`src/rtl/calc_op_sequencer.sv`:
```
// calc_op_sequencer: front-end controller for the two-digit calculator.
// It collects two 2-digit BCD operands from button pulses, computes the
// binary result of the selected operation, and converts that result to
// four BCD digits with a double-dabble converter that does one shift per
// clock. It also drives the sign/error flags and the busy/done handshake.
//
// Build option: define CALC_MUL_EN to enable op 10 (multiply). When it is
// undefined, no multiplier is built and op 10 raises err like op 11. The
// conversion latency is the same in both builds.
//
// state     | meaning
// ----------+------------------------------------------------------------
// S_ENTRY   | operand entry; digits mirror e1..e4, buttons edit or exec
// S_LOAD    | one cycle: compute the binary result, set flags, prime converter
// S_CONVERT | CONV_BITS double-dabble iterations; all buttons ignored
// S_SHOW    | result displayed; btn_exec returns to entry

module calc_op_sequencer #(
   parameter int CONV_BITS = 14,
   parameter int DIGIT_MAX = 9
) (
   input  logic       clk,
   input  logic       reset_n,
   input  logic       btn_inc,
   input  logic       btn_next,
   input  logic       btn_exec,
   input  logic [1:0] op_sel,
   output logic [3:0] digit1,
   output logic [3:0] digit2,
   output logic [3:0] digit3,
   output logic [3:0] digit4,
   output logic [1:0] cursor,
   output logic       neg,
   output logic       err,
   output logic       busy,
   output logic       done
);

   localparam int CW = $clog2(CONV_BITS + 1);

   typedef enum logic [1:0] {
      S_ENTRY   = 2'd0,
      S_LOAD    = 2'd1,
      S_CONVERT = 2'd2,
      S_SHOW    = 2'd3
   } state_t;

   state_t state, state_nxt;

   // e[0] is the most significant entry digit (shown on digit1)
   logic [3:0][3:0]       e;
   logic [1:0]            op;
   logic [CONV_BITS-1:0]  sr;
   logic [15:0]           bcd;
   logic [15:0]           bcd_adj;
   logic [15:0]           bcd_shift;
   logic [15:0]           res;
   logic [CW-1:0]         cnt;
   logic                  tc;

   logic [6:0]            num1;
   logic [6:0]            num2;
   logic [CONV_BITS-1:0]  r_calc;
   logic                  neg_calc;
   logic                  err_calc;

   // Down-counter reaching zero marks the final conversion iteration
   assign tc = (cnt == '0);

   // State register
   always_ff @(posedge clk or negedge reset_n) begin
      if (!reset_n) state <= S_ENTRY;
      else          state <= state_nxt;
   end

   // Next-state decode and busy flag
   always_comb begin
      state_nxt = state;
      busy      = 1'b0;
      case (state)
         S_ENTRY:   if (btn_exec) state_nxt = S_LOAD;
         S_LOAD:    begin
                       busy      = 1'b1;
                       state_nxt = S_CONVERT;
                    end
         S_CONVERT: begin
                       busy = 1'b1;
                       if (tc) state_nxt = S_SHOW;
                    end
         S_SHOW:    if (btn_exec) state_nxt = S_ENTRY;
         default:   state_nxt = S_ENTRY;
      endcase
   end

   // Binary operands from the entry digits
   always_comb begin
      num1 = 7'(e[0]) * 7'd10 + 7'(e[1]);
      num2 = 7'(e[2]) * 7'd10 + 7'(e[3]);
   end

   // Arithmetic on the latched op; subtraction yields magnitude plus sign
   always_comb begin
      r_calc   = '0;
      neg_calc = 1'b0;
      err_calc = 1'b0;
      case (op)
         2'b00: r_calc = CONV_BITS'(num1) + CONV_BITS'(num2);
         2'b01: begin
                   if (num1 >= num2) begin
                      r_calc = CONV_BITS'(num1 - num2);
                   end else begin
                      r_calc   = CONV_BITS'(num2 - num1);
                      neg_calc = 1'b1;
                   end
                end
`ifdef CALC_MUL_EN
         2'b10: r_calc = CONV_BITS'(num1) * CONV_BITS'(num2);
`endif
         default: err_calc = 1'b1;
      endcase
   end

   // Double-dabble step: add 3 to nibbles >= 5, then shift in the next MSB
   always_comb begin
      bcd_adj = bcd;
      for (int i = 0; i < 4; i++) begin
         if (bcd[4*i +: 4] >= 4'd5) bcd_adj[4*i +: 4] = bcd[4*i +: 4] + 4'd3;
      end
      bcd_shift = 16'({bcd_adj, sr[CONV_BITS-1]});
   end

   // Operand entry, result computation, conversion and flag registers
   always_ff @(posedge clk or negedge reset_n) begin
      if (!reset_n) begin
         e      <= '0;
         cursor <= 2'd0;
         op     <= 2'b00;
         sr     <= '0;
         bcd    <= '0;
         res    <= '0;
         cnt    <= '0;
         neg    <= 1'b0;
         err    <= 1'b0;
         done   <= 1'b0;
      end else begin
         done <= 1'b0;
         case (state)
            S_ENTRY: begin
               if (btn_exec) begin
                  op <= op_sel;
               end else if (btn_next) begin
                  cursor <= cursor + 2'd1;
               end else if (btn_inc) begin
                  if (e[cursor] >= 4'(DIGIT_MAX)) e[cursor] <= 4'd0;
                  else                             e[cursor] <= e[cursor] + 4'd1;
               end
            end
            S_LOAD: begin
               sr  <= r_calc;
               neg <= neg_calc;
               err <= err_calc;
               bcd <= '0;
               cnt <= CW'(CONV_BITS - 1);
            end
            S_CONVERT: begin
               sr  <= sr << 1;
               bcd <= bcd_shift;
               if (tc) begin
                  res  <= bcd_shift;
                  done <= 1'b1;
               end else begin
                  cnt <= cnt - 1'b1;
               end
            end
            S_SHOW: begin
               if (btn_exec) begin
                  neg <= 1'b0;
                  err <= 1'b0;
               end
            end
            default: ;
         endcase
      end
   end

   // Display mux: result only in SHOW, otherwise the operand mirror
   always_comb begin
      if (state == S_SHOW) begin
         {digit1, digit2, digit3, digit4} = res;
      end else begin
         digit1 = e[0];
         digit2 = e[1];
         digit3 = e[2];
         digit4 = e[3];
      end
   end

endmodule

```
`config.mk`:
```
export PLATFORM = sky130hd
export DESIGN_NAME = calc_op_sequencer
export DESIGN_NICKNAME = d
export VERILOG_FILES = /design/src/rtl/calc_op_sequencer.sv
export SDC_FILE = /design/constraint.sdc
export NUM_CORES = 1
export LEC_CHECK = 0
export CORE_AREA = 5 5 87 109
export CTS_CLUSTER_DIAMETER = 120
export DETAILED_ROUTE_END_ITERATION = 8
export DIE_AREA = 0 0 92 114
export HOLD_SLACK_MARGIN = 0.05
export PLACE_DENSITY = 0.85
export SLEW_MARGIN = 15
export SYNTH_ARGS = -nofsm -noshare
export SYNTH_HDL_FRONTEND = slang
export SYNTH_SLANG_ARGS = --single-unit
export TNS_END_PERCENT = 50
```
`constraint.sdc`:
```
create_clock -name clk -period 9.3 [get_ports clk]
set_clock_uncertainty 0.15 [all_clocks]
set_input_delay 2.325 -clock clk [delete_from_list [all_inputs] [get_ports clk]]
set_output_delay 2.325 -clock clk [all_outputs]
set_load 0.05 [all_outputs]
```
==> metrics.csv <==
stage,metric,value,unit
synth,synth-edff-count,0,
global_route,grt_pass1_vias,4186,
timing,finalCritPeriodShare,56.48,%
floorplan,rows,38,
critical_path,r2r_cells,11,
floorplan,dieHeight,114,um
placement,gp_congestion,0.8833,
routing,vias_per_cell,6.181,
outcome,status,completed,
timing,holdWs,0.3394,ns
routing,drtIter0Drc,187,
cts,tritoncts,built,
synth,synth_flop_cell,dfrtp_1,
routing,drt_wl_total,12310,um
cts,max-clock-path-buffers,2,
global_route,grt_pass1_wl,20560,um
layout,fin_nets,633,
timing,max_freq,0.1904,GHz
timing,slew_headroom,31.14,%
critical_path,crit_fanout,26,
global_route,gr-total-overflow,0,
critical_path,r2r-end,sr[7],
min_path,hp-start,sr[9],
critical_path,timing.rr.start,e[9],
synth,synth_compound_area_share,16.57,%
critical_path,cp.arrival,2.78,ns
critical_path,critical_path_class,flip-flop to output pin,
placement,dp_hpwl,8890,um
synth,synthCells,544,
critical_path,end_kind,output pin,
layout,antenna_cells,0,
routing,drcViolationCount,0,
synth,async_reset_ff_share,100.0,%
synth,synthAdderAreaFrac,15.71,%
min_path,hp-class,flip-flop to flip-flop,
layout,areaGrowthSynthToFinish,10.09,%
global_route,grt_max_degree,76,
routing,antenna_left,0,
floorplan,dieArea,10490,um^2
timing,fin_tns_setup,0,ns
critical_path,startpoint,state[0],
cts,hold_buffers,0,
synth,synthXorXnorAreaFrac,3.323,%
global_route,track_usage,24.76,%
timing,setup_slack,4.048,ns
critical_path,start_kind,flip-flop,
cts,cts_root_buf,clkbuf_8,
pwr,irDropWorstVdd,0.1678,mV
floorplan,coreArea,8463,um^2
synth,synth.cell_area,5271,um^2
placement,dpl_cell_area,5595,um^2
cts,post_cts_resized,0,
synth,synth-seq-area-share,35.60,%
routing,num_vias,4135,
cts,cts_setup_buffers,0,
synth,synthMuxAreaShare,10.35,%
layout,layout-drive-gt1-share,12.13,%
synth,avgSynthCellArea,9.690,um^2
global_route,antenna_found_initial,0,
placement,preCtsSetupSlack,4.476,ns
layout,design_area,5803,um^2
synth,synth_nets,613,
floorplan,start_util,62.29,%
routing,wl_per_cell,18.40,um
pwr,power.density,328.1,nW/um^2
timing,drv_slew,0,
cts,numCtsBuffers,9,
flow_run,drv_cap,0,
cts,clkTransAtPathRegs,0.08,ns
placement,port_buffers,28,
pwr,power_leakage,0.002678,uW
floorplan,fp.dieW,92,um
cts,clkLatencyLatePin,0.37,ns
synth,ys_ff_latch,75,
cts,cts_max_level,3,
synth,synth_cell_types,61,
timing,final-setup-viol-count,0,
routing,drt-pass1-iter-count,5,
timing,rsz0062_at_grt,false,
floorplan,io_pins,29,
critical_path,critPathRequiredTime,6.83,ns
synth,synth_top_family_by_area,compound AO/OA/AOI/OAI gates,
synth,synth-warning-count,0,
synth,yosys.area_share.simple,12.27,%
critical_path,critPathCapture,digit4[2],
timing,worst_pin_slew,1.030,ns
timing,min_period,5.252,ns
cts,clkSinkCount,75,
critical_path,r2r_slack,4.75,ns
timing,finalHoldViolCount,0,
## area by class of cell
| cell class | instances | area (um^2) |
|---|---|---|
| multi-input combinational | 390 | 3069 |
| fill | 619 | 2660 |
| sequential | 75 | 1877 |
| timing repair buffer | 30 | 292.8 |
| inverter | 58 | 231.5 |
| clock buffer | 10 | 137.6 |
| tap | 100 | 125.1 |
| clock inverter | 6 | 70.07 |
## placed cells by master (no fill, tap or decap), drive strengths merged, types with 5 or more instances in the layout
cell type	instances
ha	55
clkbuf	10
mux2	36
dfrtp	75
nor3b	5
xor2	8
mux2i	5
nor2b	8
inv	57
nor3	9
clkdlybuf4s50	27
fa	7
nand2	47
nor2	20
o22ai	11
nand3	5
nand2b	10
a211oi	7
a21oi	28
o21ai	52
xnor2	12
a211o	6
and3	11
## synth_stat cells, drive strengths merged (2+ instances only)
master | number | area (um^2)
or3 | 3 | 18.77
inv | 55 | 206.5
mux2 | 36 | 405.4
a211oi | 7 | 57.55
nor4 | 2 | 12.51
dfrtp | 75 | 1877
mux2i | 5 | 50.05
nand3b | 2 | 15.01
nand3 | 5 | 25.02
a21oi | 28 | 140.1
ha | 55 | 688.2
clkbuf | 17 | 63.81
nand2b | 10 | 62.56
a211o | 6 | 52.55
a221oi | 2 | 17.52
a21o | 3 | 22.52
clkinv | 2 | 7.510
o21ai | 52 | 260.3
nor3 | 9 | 45.04
buf | 4 | 30.02
o211a | 3 | 30.03
nor2 | 20 | 75.07
xnor2 | 12 | 105.1
and3 | 11 | 68.82
nor3b | 5 | 37.54
fa | 7 | 140.1
xor2 | 8 | 70.07
o31a | 3 | 35.04
or4 | 2 | 15.01
nand2 | 47 | 176.4
o21a | 2 | 15.01
nor2b | 8 | 50.05
mux4 | 4 | 90.09
o22ai | 11 | 68.82
o21bai | 3 | 33.78
a31oi | 2 | 12.51
## power breakdown
group / internal [uW] / total, uW / switching [uW]
sequential: 392 / 476 / 84.1
combinational: 456 / 1160 / 707
clock: 133 / 265 / 132
## worst min-delay path by stage
stage                   to  slack, ns  depth (start not counted)
floorplan           res[0]       0.30                          2
detailed placement  res[0]       0.32                          2
finish               sr[9]       0.34                          1
global placement    sr[12]       0.31                          1
CTS                  sr[9]       0.34                          1
global route         sr[8]       0.36                          1
## state kept, by name (all words and copies together), names as in the netlist, 2 cells and up
register,count
op,2
bcd,16
state,2
cnt,4
res,16
cursor,2
sr,14
e,16
## logic make-up after synthesis
kind of cell,after synthesis
buf+inv,79
compound gates,134
xor+xnor,20
fa+ha+maj,62
flops,75
simple gates,129
mux,45
## metal layers
metal / part of all wire, % / track usage, %
met5: 0 / 0
met4: 2.9 / 11.50
met3: 5.3 / 4.420
met2: 53 / 43.62
met1: 39 / 29.33
## through the flow
step	power [uW]	cells	utilization, %
4_1_cts	1896	669	68.57
2_1_floorplan	1352	544	-
3_3_place_gp	1566	653	66.11
3_5_place_dp	1618	653	66.11
5_1_grt	2038	669	68.57
6_report	1904	669	68.57
## worst max-delay path: stages (launching register included)
cell             delay (ns)
dfrtp_1                0.41
ha_1                   0.81
nand2_1                0.14
o21ai_0                0.17
clkdlybuf4s50_1        0.87
Power figures use the tool's default switching activity.
